File: src/rtl/maxi_ordered_controller.sv
// PCIe memory-request to AXI4-Lite master bridge with BAR translation and in-order read completions.
// Optional macro ERR_RESP_EN: error responses become error completions and a saturating write error counter.
module maxi_ordered_controller #(
  parameter int              DATA_WIDTH = 32,
  parameter int              ADDR_WIDTH = 32,
  parameter int              NUM_BARS   = 6,
  parameter logic [6*64-1:0] BAR_AXI    = {6{64'h0}},
  parameter logic [6*8-1:0]  BAR_SIZE   = {6{8'd12}},
  parameter int              MAX_RD     = 4,
  parameter int              MAX_WR     = 4
) (
  input  logic                    m_axi_aclk,
  input  logic                    m_axi_aresetn,
  input  logic                    order_relaxed,
  output logic [ADDR_WIDTH-1:0]   m_axi_awaddr,
  output logic [2:0]              m_axi_awprot,
  output logic                    m_axi_awvalid,
  input  logic                    m_axi_awready,
  output logic [DATA_WIDTH-1:0]   m_axi_wdata,
  output logic [DATA_WIDTH/8-1:0] m_axi_wstrb,
  output logic                    m_axi_wvalid,
  input  logic                    m_axi_wready,
  input  logic [1:0]              m_axi_bresp,
  input  logic                    m_axi_bvalid,
  output logic                    m_axi_bready,
  output logic [ADDR_WIDTH-1:0]   m_axi_araddr,
  output logic [2:0]              m_axi_arprot,
  output logic                    m_axi_arvalid,
  input  logic                    m_axi_arready,
  input  logic [DATA_WIDTH-1:0]   m_axi_rdata,
  input  logic [1:0]              m_axi_rresp,
  input  logic                    m_axi_rvalid,
  output logic                    m_axi_rready,
  input  logic                    mem_req_valid,
  output logic                    mem_req_ready,
  input  logic [2:0]              mem_req_bar_hit,
  input  logic [31:0]             mem_req_pcie_address,
  input  logic [DATA_WIDTH/8-1:0] mem_req_byte_enable,
  input  logic                    mem_req_write_readn,
  input  logic [DATA_WIDTH-1:0]   mem_req_write_data,
  output logic                    axi_cpld_valid,
  input  logic                    axi_cpld_ready,
  output logic [DATA_WIDTH-1:0]   axi_cpld_data,
  output logic                    axi_cpld_err
`ifdef ERR_RESP_EN
  ,
  output logic [7:0]              wr_err_cnt
`endif
);

  localparam int SW  = DATA_WIDTH / 8;
  localparam int RCW = $clog2(MAX_RD + 1);
  localparam int WCW = $clog2(MAX_WR + 1);
  localparam int PW  = $clog2(MAX_RD);
  localparam logic [ADDR_WIDTH-1:0] ALIGN_MASK =
    (DATA_WIDTH == 64) ? ~{{(ADDR_WIDTH-3){1'b0}}, 3'b111} : {ADDR_WIDTH{1'b1}};

  logic                  init_q, init_d;
  logic                  aw_valid_q, aw_valid_d, w_valid_q, w_valid_d, ar_valid_q, ar_valid_d;
  logic [ADDR_WIDTH-1:0] awaddr_q, awaddr_d, araddr_q, araddr_d;
  logic [DATA_WIDTH-1:0] wdata_q, wdata_d;
  logic [SW-1:0]         wstrb_q, wstrb_d;
  logic [WCW-1:0]        wr_cnt_q, wr_cnt_d;
  logic [RCW-1:0]        rd_cnt_q, rd_cnt_d, fifo_cnt_q, fifo_cnt_d;
  logic [PW-1:0]         wr_ptr_q, wr_ptr_d, rd_ptr_q, rd_ptr_d;
  logic [DATA_WIDTH-1:0] mem_data_q [MAX_RD];
  logic                  mem_err_q  [MAX_RD];

  logic                  bar_ok_s, hit_v;
  logic [ADDR_WIDTH-1:0] xlat_raw_s, xlat_addr_s, mask_v, pcie_ext_s;
  logic                  wr_ok_s, rd_ok_s, acc_s, wr_fwd_s, rd_fwd_s, rd_drop_s;
  logic                  ar_hs_s, push_s, pop_s, push_err_s;
  logic [RCW-1:0]        rd_inflight_s;
  logic [DATA_WIDTH-1:0] push_data_s;

  assign pcie_ext_s = ADDR_WIDTH'(mem_req_pcie_address);

  // BAR decode and base/offset splice
  always_comb begin
    xlat_raw_s = '0;
    bar_ok_s   = 1'b0;
    mask_v     = '0;
    hit_v      = 1'b0;
    for (int i = 0; i < NUM_BARS; i++) begin
      mask_v     = ~({ADDR_WIDTH{1'b1}} << BAR_SIZE[8*i +: 8]);
      hit_v      = (mem_req_bar_hit == 3'(i));
      xlat_raw_s = hit_v ? ((BAR_AXI[64*i +: ADDR_WIDTH] & ~mask_v) | (pcie_ext_s & mask_v)) : xlat_raw_s;
      bar_ok_s   = bar_ok_s | hit_v;
    end
    xlat_addr_s = xlat_raw_s & ALIGN_MASK;
  end

  // A dropped read completes immediately, so it waits until no real read is still in flight
  assign rd_inflight_s = rd_cnt_q - fifo_cnt_q;
  assign wr_ok_s   = init_q & (wr_cnt_q < WCW'(MAX_WR)) & ~aw_valid_q & ~w_valid_q;
  assign rd_ok_s   = init_q & (rd_cnt_q < RCW'(MAX_RD)) & ~ar_valid_q &
                     (order_relaxed | (wr_cnt_q == '0)) & (bar_ok_s | (rd_inflight_s == '0));
  assign mem_req_ready = mem_req_write_readn ? wr_ok_s : rd_ok_s;

  assign acc_s     = mem_req_valid & mem_req_ready;
  assign wr_fwd_s  = acc_s & mem_req_write_readn & bar_ok_s;
  assign rd_fwd_s  = acc_s & ~mem_req_write_readn & bar_ok_s;
  assign rd_drop_s = acc_s & ~mem_req_write_readn & ~bar_ok_s;
  assign ar_hs_s   = ar_valid_q & m_axi_arready;
  assign push_s    = m_axi_rvalid | rd_drop_s;
  assign pop_s     = (fifo_cnt_q != '0) & axi_cpld_ready;

  // Completion entry contents for the pushed beat
  always_comb begin
    push_data_s = m_axi_rdata;
    push_err_s  = 1'b0;
    if (rd_drop_s) begin
      push_data_s = '1;
      push_err_s  = 1'b0;
    end
`ifdef ERR_RESP_EN
    else if (m_axi_rresp != 2'b00) begin
      push_data_s = '1;
      push_err_s  = 1'b1;
    end
`endif
    else begin
      push_data_s = m_axi_rdata;
      push_err_s  = 1'b0;
    end
  end

  // Next-state for channel registers, counters and FIFO pointers
  always_comb begin
    init_d     = 1'b1;
    awaddr_d   = awaddr_q;
    wdata_d    = wdata_q;
    wstrb_d    = wstrb_q;
    araddr_d   = araddr_q;
    aw_valid_d = aw_valid_q & ~m_axi_awready;
    w_valid_d  = w_valid_q & ~m_axi_wready;
    ar_valid_d = ar_valid_q & ~m_axi_arready;
    if (wr_fwd_s) begin
      aw_valid_d = 1'b1;
      w_valid_d  = 1'b1;
      awaddr_d   = xlat_addr_s;
      wdata_d    = mem_req_write_data;
      wstrb_d    = mem_req_byte_enable;
    end else begin
      awaddr_d   = awaddr_q;
    end
    if (rd_fwd_s) begin
      ar_valid_d = 1'b1;
      araddr_d   = xlat_addr_s;
    end else begin
      araddr_d   = araddr_q;
    end
    wr_cnt_d   = wr_cnt_q + WCW'(wr_fwd_s) - WCW'(m_axi_bvalid);
    rd_cnt_d   = rd_cnt_q + RCW'(ar_hs_s | rd_drop_s) - RCW'(pop_s);
    fifo_cnt_d = fifo_cnt_q + RCW'(push_s) - RCW'(pop_s);
    wr_ptr_d   = push_s ? ((wr_ptr_q == PW'(MAX_RD - 1)) ? '0 : wr_ptr_q + PW'(1)) : wr_ptr_q;
    rd_ptr_d   = pop_s  ? ((rd_ptr_q == PW'(MAX_RD - 1)) ? '0 : rd_ptr_q + PW'(1)) : rd_ptr_q;
  end

  // Control and channel state registers
  always_ff @(posedge m_axi_aclk or negedge m_axi_aresetn) begin
    if (!m_axi_aresetn) begin
      init_q     <= 1'b0;
      aw_valid_q <= 1'b0;
      w_valid_q  <= 1'b0;
      ar_valid_q <= 1'b0;
      awaddr_q   <= '0;
      araddr_q   <= '0;
      wdata_q    <= '0;
      wstrb_q    <= '0;
      wr_cnt_q   <= '0;
      rd_cnt_q   <= '0;
      fifo_cnt_q <= '0;
      wr_ptr_q   <= '0;
      rd_ptr_q   <= '0;
    end else begin
      init_q     <= init_d;
      aw_valid_q <= aw_valid_d;
      w_valid_q  <= w_valid_d;
      ar_valid_q <= ar_valid_d;
      awaddr_q   <= awaddr_d;
      araddr_q   <= araddr_d;
      wdata_q    <= wdata_d;
      wstrb_q    <= wstrb_d;
      wr_cnt_q   <= wr_cnt_d;
      rd_cnt_q   <= rd_cnt_d;
      fifo_cnt_q <= fifo_cnt_d;
      wr_ptr_q   <= wr_ptr_d;
      rd_ptr_q   <= rd_ptr_d;
    end
  end

  // Completion FIFO storage
  always_ff @(posedge m_axi_aclk or negedge m_axi_aresetn) begin
    if (!m_axi_aresetn) begin
      for (int i = 0; i < MAX_RD; i++) begin
        mem_data_q[i] <= '0;
        mem_err_q[i]  <= 1'b0;
      end
    end else if (push_s) begin
      mem_data_q[wr_ptr_q] <= push_data_s;
      mem_err_q[wr_ptr_q]  <= push_err_s;
    end
  end

`ifdef ERR_RESP_EN
  logic [7:0] wr_err_cnt_q, wr_err_cnt_d;

  // Saturating count of non-OKAY write responses
  always_comb begin
    if (m_axi_bvalid && (m_axi_bresp != 2'b00) && (wr_err_cnt_q != 8'hFF)) begin
      wr_err_cnt_d = wr_err_cnt_q + 8'd1;
    end else begin
      wr_err_cnt_d = wr_err_cnt_q;
    end
  end

  // Write error counter register
  always_ff @(posedge m_axi_aclk or negedge m_axi_aresetn) begin
    if (!m_axi_aresetn) begin
      wr_err_cnt_q <= 8'd0;
    end else begin
      wr_err_cnt_q <= wr_err_cnt_d;
    end
  end

  assign wr_err_cnt = wr_err_cnt_q;
`else
  logic unused_resp_s;
  assign unused_resp_s = ^{m_axi_rresp, m_axi_bresp};
`endif

  assign m_axi_awaddr   = awaddr_q;
  assign m_axi_awprot   = 3'b000;
  assign m_axi_awvalid  = aw_valid_q;
  assign m_axi_wdata    = wdata_q;
  assign m_axi_wstrb    = wstrb_q;
  assign m_axi_wvalid   = w_valid_q;
  assign m_axi_bready   = 1'b1;
  assign m_axi_araddr   = araddr_q;
  assign m_axi_arprot   = 3'b000;
  assign m_axi_arvalid  = ar_valid_q;
  assign m_axi_rready   = 1'b1;
  assign axi_cpld_valid = (fifo_cnt_q != '0);
  assign axi_cpld_data  = mem_data_q[rd_ptr_q];
  assign axi_cpld_err   = mem_err_q[rd_ptr_q];

endmodule

File: config.mk
export PLATFORM = sky130hd
export DESIGN_NAME = maxi_ordered_controller
export DESIGN_NICKNAME = d
export VERILOG_FILES = /design/src/rtl/maxi_ordered_controller.sv
export SDC_FILE = /design/constraint.sdc
export NUM_CORES = 1
export LEC_CHECK = 0
export CORE_UTILIZATION = 52
export CTS_CLUSTER_SIZE = 16
export DETAILED_ROUTE_END_ITERATION = 10
export GPL_ROUTABILITY_DRIVEN = 0
export PLACE_DENSITY = 0.86
export SLEW_MARGIN = 20
export SYNTH_ARGS = -nofsm -noshare
export SYNTH_HDL_FRONTEND = slang
export SYNTH_SLANG_ARGS = --single-unit
File: constraint.sdc
create_clock -name m_axi_aclk -period 5.9 [get_ports m_axi_aclk]
set_input_delay 1.18 -clock m_axi_aclk [delete_from_list [all_inputs] [get_ports m_axi_aclk]]
set_output_delay 1.18 -clock m_axi_aclk [all_outputs]
set_load 0.05 [all_outputs]
==> out/qor.yml, run 1 <==
yosys:
  synth.most_common_cell: "dfrtp_1"
  synth_area_um2: 9370
  synth_ff_type: "dfrtp_1"
  synth_commonest_cells: "209 x dfrtp_1, 76 x o22a_2, 63 x mux2_2"
  synth_area_leaders: "dfrtp_1 56%, o22a_2 8.1%, mux4_2 7.9%"
  ys_seq_area_share_pct: 55.8
  synth-edff-count: 0
  synth_top_cell_by_area: "dfrtp_1"
  yosys_warnings: 0
  synth_cell_types: 33
  yosysTopAreaCellShare_pct: 55.8
  synth-seq-cells: 209
  netlist_instances: 637
  synth.avg_cell_area_um2: 14.7
  ys_async_sr_fraction_pct: 100
drt:
  ant_nets: 0
  via_count: 5965
  drc: 0
  routedWlPerCell_um: 20.0
  drt_iter0_markers: 246
  via_per_inst: 5.62
  wirelength_mm: 21.2
  first_pass_iters: 4
critical_path:
  critPathTopFamily: "buffers and inverters"
  required_ns: 4.72
  criticalPathCategory: "register to output pin"
  cp_max_fo: 22
  cp-end-kind: "output pin"
  cpPeakStageDelay_ns: 1.10
  startpoint_type: "register"
  cp_slowest_cell: "dfrtp_1"
  worstPathArrival_ns: 3.12
  path_cells: "buf_4 -> mux4_2 -> clkdlybuf4s50_1"
  cp_num_buf_inv: 2
timing:
  hold_violations: 0
  grt_setup_unrepaired: "no"
  maxSlewHeadroom_pct: 24.1
  period_minus_slack_ns: 4.30
  finalCritPeriodShare_pct: 72.8
  fin_setup_tns_ns: 0
  fmax_mhz: 233
  fin_skew_ns: 0.0177
  setup_viol: 0
  drv_slew: 0
  worst_slew_pin_slew_ns: 1.14
final_layout:
  fill_cells: 1245
  register_area_um2: 5230
  syn2layout_area_growth_pct: 27.6
  layout.nets: 954
  fin_area_um2: 12000
  drive_gt1_share_pct: 27.3
  multi_input_comb_area_um2: 3610
  n_antenna_cell: 0
grt:
  grt_usage_pct: 23.9
  antenna_found_initial: 0
  grt_max_degree: 110
  grt_pass1_vias: 6591
  overflow: 0
  grt_pass1_wl_mm: 34.2
die:
  core-area_um2: 17500
  die_area_um2: 18600
  rows: 48
  start_util_pct: 53.6
  die_y_um: 136
  fp.dieW_um: 136
  io_pins: 264
clocking:
  cts_root_buffer: "clkbuf_16"
  path_clk_slew_ns: 0.06
  cts_tree: "yes"
  cts-buffers-inserted: 24
  ctsHoldBuffers: 0
  post_cts_buffers: 0
  clock-sinks: 209
  htree_num_levels: 1
  post_cts_resized: 0
  clockBufferDepth: 3
  clkLatencyLatePin_ns: 0.51
pwr:
  leakage_uw: 0.00489
  ir_drop_mv: 0.517
  powerDensity_nw_per_um2: 701
placement:
  placed_area_um2: 11200
  io_buffers: 190
  dpl.hpwl_mm: 13.1
run_status:
  status: "finished, final reports clean"
worst_hold_path:
  hold_class: "register to register"
job:
  max-cap-violations: 0
stage by stage:
stage	std cells	setup WS [ns]	hold WS (ns)	total power (µW)	util (%)
6_report	1061	1.60	0.485	8390	68.4
3_3_place_gp	1019	1.68	0.466	6850	63.9
4_1_cts	1061	1.58	0.487	8460	68.4
3_5_place_dp	1019	1.70	0.473	6970	63.9
5_1_grt	1061	1.52	0.500	8790	68.4
2_1_floorplan	684	2.09	0.455	5700	-
logic make-up (layout without fill, tap and decap cells):
logic type / after synthesis / count (layout) / share of synthesized area, %
other cells: 2 / 49 / 0.0801
compound gates: 139 / 139 / 13.8
buf+inv: 108 / 260 / 7.55
flops: 209 / 209 / 55.8
xor+xnor: 8 / 8 / 0.747
simple gates: 59 / 59 / 4.15
fa+ha+maj: 16 / 16 / 2.38
mux: 96 / 96 / 15.5
worst paths after layout:
check	slack, ns	cells past startpoint	endpoint	start
worst min-delay path	0.48	1	mem_data_q[34]	mem_data_q[34]
worst max register to register	3.08	13	fifo_cnt_q[2]	fifo_cnt_q[1]
min in group asynchronous	0.75	1	mem_data_q[117]	m_axi_aresetn
worst max-delay path	1.60	3	axi_cpld_data[6]	rd_ptr_q[1]
worst min register to register	0.48	1	mem_data_q[34]	mem_data_q[34]
max in group asynchronous	3.88	2	mem_data_q[22]	m_axi_aresetn
cell type report:
class                           instances  share of cell area (%)
Clock buffer                           34                    5.67
Multi-Input combinational cell        367                    30.2
Clock inverter                          8                   0.900
Tap cell                              225                    2.35
Timing Repair Buffer                  200                    16.6
Sequential cell                       209                    43.7
Inverter                               18                   0.565
sequential cells by signal, summed over array words and instances (netlist names), 2 cells and up:
name and count:
rd_ptr_q 2, m_axi_wdata 32, fifo_cnt_q 3, m_axi_awaddr 12, rd_cnt_q 3, m_axi_araddr 12, wr_ptr_q 2, mem_data_q 128
mem_err_q 4, wr_cnt_q 3, m_axi_wstrb 4
where the power goes:
| part | internal [µW] | switching (µW) | total, µW |
|---|---|---|---|
| sequential | 2130 | 436 | 2560 |
| combinational | 1780 | 2590 | 4360 |
| clock | 889 | 571 | 1460 |
cell usage in the layout (no fill, tap or decap), types with 6 or more instances in the layout:
master / instances
nand2b_1: 32
mux4_2: 33
inv_1: 18
xnor2_1: 8
buf_4: 10
mux2_2: 63
clkbuf_1: 6
clkdlybuf4s50_1: 189
clkbuf_16: 24
o22a_2: 76
conb_1: 49
dfrtp_1: 208
ha_1: 13
o22a_1: 52
layer usage:
layer / vias up / global-route usage (%) / part of all wire, % / routed length, µm
met5: - / 0 / 0 / 0
met4: 0 / 6.30 / 1.9 / 413
met3: 35 / 7.05 / 7.8 / 1650
met2: 211 / 41.1 / 51 / 10800
met1: 3102 / 29.2 / 39 / 8380
li1: 2617 / - / - / -
Power figures use the tool's default switching activity.
==> run 2: changes to the inputs <==
--- a/config.mk
+++ b/config.mk
@@ -5,11 +5,11 @@
 export SDC_FILE = /design/constraint.sdc
 export NUM_CORES = 1
 export LEC_CHECK = 0
-export CORE_UTILIZATION = 52
+export CORE_UTILIZATION = 44
 export CTS_CLUSTER_SIZE = 16
 export DETAILED_ROUTE_END_ITERATION = 10
 export GPL_ROUTABILITY_DRIVEN = 0
-export PLACE_DENSITY = 0.86
+export PLACE_DENSITY = 0.77
 export SLEW_MARGIN = 20
 export SYNTH_ARGS = -nofsm -noshare
 export SYNTH_HDL_FRONTEND = slang
==> constraint.sdc (replaced) <==
create_clock -name m_axi_aclk -period 3.85 [get_ports m_axi_aclk]
set_input_delay 0.77 -clock m_axi_aclk [delete_from_list [all_inputs] [get_ports m_axi_aclk]]
set_output_delay 0.77 -clock m_axi_aclk [all_outputs]
set_load 0.05 [all_outputs]
==> run 2 against run 1 <==
Sequential share of layout area fell by 0.21 points. Wire length grew 1.4%. Global-route usage is 3.5 points lower. Largest cell class unchanged. Total power is 52% higher. Via count decreased by 0.28%. Non-clock buffer count up 5.
==> out/qor.yml, run 2 (same netlist as run 1, synthesis figures left out) <==
clocking:
  path_clk_slew_ns: 0.06
  post_cts_resized: 0
  cts-buffers-inserted: 23
  cts_root_buffer: "clkbuf_16"
  ctsHoldBuffers: 0
  clkLatencyLatePin_ns: 0.51
  clockBufferDepth: 3
  cts_tree: "yes"
  htree_num_levels: 1
  post_cts_buffers: 0
  clock-sinks: 209
worst_hold_path:
  hold_class: "input pin to async pin"
critical_path:
  r2r_cells: 13
  startpoint_type: "input pin"
  cp_max_fo: 4
  criticalPathCategory: "input pin to output pin"
  required_ns: 3.08
  r2r_slack_ns: 1.04
  cp-end-kind: "output pin"
  r2r-start: "fifo_cnt_q[1]"
  worstPathArrival_ns: 2.66
  r2r_end: "fifo_cnt_q[2]"
drt:
  ant_nets: 0
  drc: 0
  wirelength_mm: 21.5
  via_count: 5948
  via_per_inst: 5.35
  drt_iter0_markers: 167
  first_pass_iters: 6
  routedWlPerCell_um: 19.3
placement:
  detailedPlace.worstSlack_ns: 0.322
  dpl.hpwl_mm: 13.5
  io_buffers: 190
die:
  start_util_pct: 44.7
  io_pins: 264
  die_area_um2: 21900
  rows: 53
  core-area_um2: 21000
  die_y_um: 148
  fp.dieW_um: 148
timing:
  worst_slew_pin_slew_ns: 0.680
  grt_setup_unrepaired: "no"
  fin_setup_tns_ns: 0
  fin_skew_ns: 0.0188
  whs_ns: 0.229
  worst_slack_ns: 0.420
  fmax_mhz: 292
  setup_viol: 0
  hold_violations: 0
  drv_slew: 0
  period_minus_slack_ns: 3.43
  finalCritPeriodShare_pct: 89.1
  maxSlewHeadroom_pct: 54.5
run_status:
  status: "finished, final reports clean"
final_layout:
  drive_gt1_share_pct: 27.5
  largest_reg_flops: 128
  final_cell_mix: "207 x dfrtp_1, 188 x clkdlybuf4s50_1, 76 x o22a_2, 63 x mux2_2, 52 x o22a_1"
  final_common_cell: "dfrtp_1"
  fill_cells: 1693
  largest_register: "mem_data_q"
  n_antenna_cell: 0
  layout.nets: 958
  syn2layout_area_growth_pct: 28.2
  final_core_util_pct: 57.4
pwr:
  leakage_uw: 0.00489
  powerDensity_nw_per_um2: 1060
  totalPowerFinal_uw: 12800
  ir_drop_mv: 0.657
job:
  max-cap-violations: 0
grt:
  grt_max_degree: 87
  antenna_found_initial: 0
  grt_usage_pct: 20.4
  grt_pass1_vias: 6386
  overflow: 0
  grt_pass1_wl_mm: 34.7
run 2: changes by cell type in the layout (fill, tap and decap cells not counted), sizes merged:
cell,delta
clkdlybuf4s50,-1
clkinv,-4
buf,+6
clkbuf,-1
inv,+1
run 2: power breakdown:
| part | leakage (µW) | total (µW) | internal [µW] | switching, µW |
|---|---|---|---|---|
| Clock | 0.000355 | 2140 | 1290 | 852 |
| Combinational | 0.00214 | 6750 | 2760 | 3990 |
| Sequential | 0.00239 | 3900 | 3260 | 635 |
run 2: cell type report:
class | instances | area, µm² | area share, %
timing repair buffer | 205 | 2040 | 17.0
tap | 275 | 344 | 2.86
inverter | 18 | 67.6 | 0.562
clock inverter | 5 | 82.6 | 0.687
sequential | 209 | 5230 | 43.5
multi-input combinational | 367 | 3610 | 30.1
clock buffer | 33 | 643 | 5.35
run 2: worst max path at each step:
| stage | startpoint | endpoint | slack (ns) | cells past startpoint |
|---|---|---|---|---|
| 6_report | mem_req_write_readn | mem_req_ready | 0.42 | 5 |
| 3_3_place_gp | mem_req_write_readn | fifo_cnt_q[2] | 0.36 | 12 |
| 2_1_floorplan | mem_req_write_readn | mem_req_ready | 0.86 | 3 |
| 3_5_place_dp | mem_req_write_readn | fifo_cnt_q[2] | 0.32 | 12 |
| 5_1_grt | fifo_cnt_q[1] | mem_req_ready | 0.21 | 8 |
| 4_1_cts | fifo_cnt_q[1] | mem_req_ready | 0.40 | 8 |
run 2: layer usage:
metal / vias to the layer above / track usage, % / wire length, µm
li1: 2614 / - / -
met1: 3096 / 25.9 / 8820
met2: 210 / 33.6 / 10500
met3: 28 / 6.70 / 1830
met4: 0 / 4.85 / 408
met5: - / 0 / 0
run 2: per-stage QoR:
stage               instance area [µm²]  instances
floorplan                          9550        684
global placement                  11300       1074
detailed placement                11300       1074
CTS                               12000       1112
global route                      12000       1112
finish                            12000       1112
run 2: worst max-delay path, stage by stage:
cell and delay (ns):
clkdlybuf4s50_1 0.44, nor2_1 0.14, o2111ai_2 0.21, o21ai_0 0.24
clkdlybuf4s50_1 0.86
==> run 3: changes to the inputs <==
--- a/config.mk
+++ b/config.mk
@@ -5,11 +5,14 @@
 export SDC_FILE = /design/constraint.sdc
 export NUM_CORES = 1
 export LEC_CHECK = 0
-export CORE_UTILIZATION = 44
+export CELL_PAD_IN_SITES_DETAIL_PLACEMENT = 0
+export CELL_PAD_IN_SITES_GLOBAL_PLACEMENT = 1
+export CORE_ASPECT_RATIO = 0.8
+export CORE_UTILIZATION = 35
 export CTS_CLUSTER_SIZE = 16
 export DETAILED_ROUTE_END_ITERATION = 10
 export GPL_ROUTABILITY_DRIVEN = 0
-export PLACE_DENSITY = 0.77
+export PLACE_DENSITY_LB_ADDON = 0.1
 export SLEW_MARGIN = 20
 export SYNTH_ARGS = -nofsm -noshare
 export SYNTH_HDL_FRONTEND = slang
==> run 3 against run 2 <==
Critical path type is now register to output pin. Combinational power up 2%. Clock-buffer cell count up 2. Setup slack worse by 0.15 ns. Sequential power about the same. Largest power group unchanged. Via count up 0.66%. Sequential cell count unchanged. Wire length up 12%.
==> out/qor.yml, run 3 (same netlist as run 1, synthesis figures left out) <==
critical_path:
  cp_max_fo: 25
  r2r_cells: 13
  cp-endpoint: "axi_cpld_data[25]"
  startpoint_type: "register"
  critical_path.startpoint: "rd_ptr_q[1]"
  r2r_slack_ns: 1.01
  criticalPathCategory: "register to output pin"
  cp-end-kind: "output pin"
  worstPathArrival_ns: 2.81
  r2r-start: "fifo_cnt_q[1]"
  required_ns: 3.08
  r2r_end: "fifo_cnt_q[2]"
drt:
  wirelength_mm: 24.1
  routedWlPerCell_um: 20.2
  ant_nets: 0
  drc: 0
  via_count: 5987
  first_pass_iters: 4
  via_per_inst: 5.02
  drt_iter0_markers: 277
final_layout:
  largest_reg_flops: 128
  final_cell_mix: "207 x dfrtp_1, 188 x clkdlybuf4s50_1, 76 x o22a_2, 63 x mux2_2, 52 x o22a_1"
  syn2layout_area_growth_pct: 29.3
  drive_gt1_share_pct: 27.6
  layoutNonFillerInstCount: 1192
  largest_register: "mem_data_q"
  final_common_cell: "dfrtp_1"
  layout.nets: 957
clocking:
  cts_tree: "yes"
  path_clk_slew_ns: 0.06
  cts-buffers-inserted: 24
  cts_root_buffer: "clkbuf_16"
  clkLatencyLatePin_ns: 0.51
  clockBufferDepth: 3
  htree_num_levels: 1
  post_cts_resized: 0
  post_cts_buffers: 0
  clock-sinks: 209
  ctsHoldBuffers: 0
die:
  core-area_um2: 26300
  die_area_um2: 27400
  die_y_um: 148
  io_pins: 264
  start_util_pct: 35.7
  rows: 53
  fp.dieW_um: 185
timing:
  finalCritPeriodShare_pct: 93.0
  setup_viol: 0
  whs_ns: 0.340
  fin_setup_tns_ns: 0
  worst_slew_pin_slew_ns: 0.905
  fmax_mhz: 279
  period_minus_slack_ns: 3.58
  grt_setup_unrepaired: "no"
  hold_violations: 0
  maxSlewHeadroom_pct: 39.7
  drv_slew: 0
  fin_skew_ns: 0.0110
grt:
  grt_pass1_vias: 6623
  antenna_found_initial: 1
  grt_usage_pct: 17.8
  grt_pass1_wl_mm: 37.4
  overflow: 0
  grt_max_degree: 107
pwr:
  leakage_uw: 0.00488
  powerDensity_nw_per_um2: 1060
  ir_drop_mv: 0.465
worst_hold_path:
  hold_class: "input pin to async pin"
run_status:
  status: "finished, final reports clean"
placement:
  io_buffers: 190
  dpl.hpwl_mm: 15.4
  dp.cells: 1154
job:
  max-cap-violations: 0
[run 3: cell types whose count changed in the layout (fill, tap and decap cells not counted)]
cell and change:
buf_12 +3, buf_4 -5, bufinv_16 -2, clkbuf_1 +1
clkbuf_16 +2, clkbuf_8 -1, diode_2 +1, inv_6 -1
o21a_1 -4, o21a_2 +4
[run 3: area by class of cell]
type                            count  area, µm²
Inverter                           18       67.6
Timing Repair Buffer              203       2060
Tap cell                          357        447
Sequential cell                   209       5230
Multi-Input combinational cell    367       3620
Antenna cell                        1       2.50
Clock buffer                       35        683
Clock inverter                      2       13.8
Fill cell                        2387      14100
[run 3: layer usage]
layer  track usage [%]  wire (µm)
met4              4.55        516
met3              2.91        993
met5                 0          0
met2              31.5      12600
met1              22.6      10000
[run 3: report_power, final]
part           internal, µW  leakage [µW]  switching [µW]
registers              3260       0.00239             669
logic                  2770       0.00215            4090
clock network          1210      0.000340             856
total                  7250       0.00488            5620
[run 3: worst min-delay path by stage]
stage / endpoint / slack, ns
4_1_cts: m_axi_wdata[4] / 0.40
3_3_place_gp: mem_data_q[33] / 0.46
6_report: m_axi_wdata[4] / 0.34
2_1_floorplan: mem_data_q[32] / 0.45
5_1_grt: m_axi_wdata[23] / 0.39
3_5_place_dp: mem_data_q[43] / 0.47
[run 3: critical path: stages, from the launching register on]
cell	delay [ns]
dfrtp_2	0.84
buf_4	0.36
mux4_2	0.36
clkdlybuf4s50_1	0.72
[run 3: per-stage QoR]
stage / utilization [%] / cell area [µm²] / setup WS (ns) / total power, µW
floorplan: - / 9550 / 0.861 / 8730
global placement: 43.5 / 11400 / 0.311 / 10700
detailed placement: 43.5 / 11400 / 0.305 / 10900
CTS: 46.2 / 12100 / 0.205 / 13000
global route: 46.2 / 12100 / 0.195 / 13500
finish: 46.2 / 12100 / 0.269 / 12900
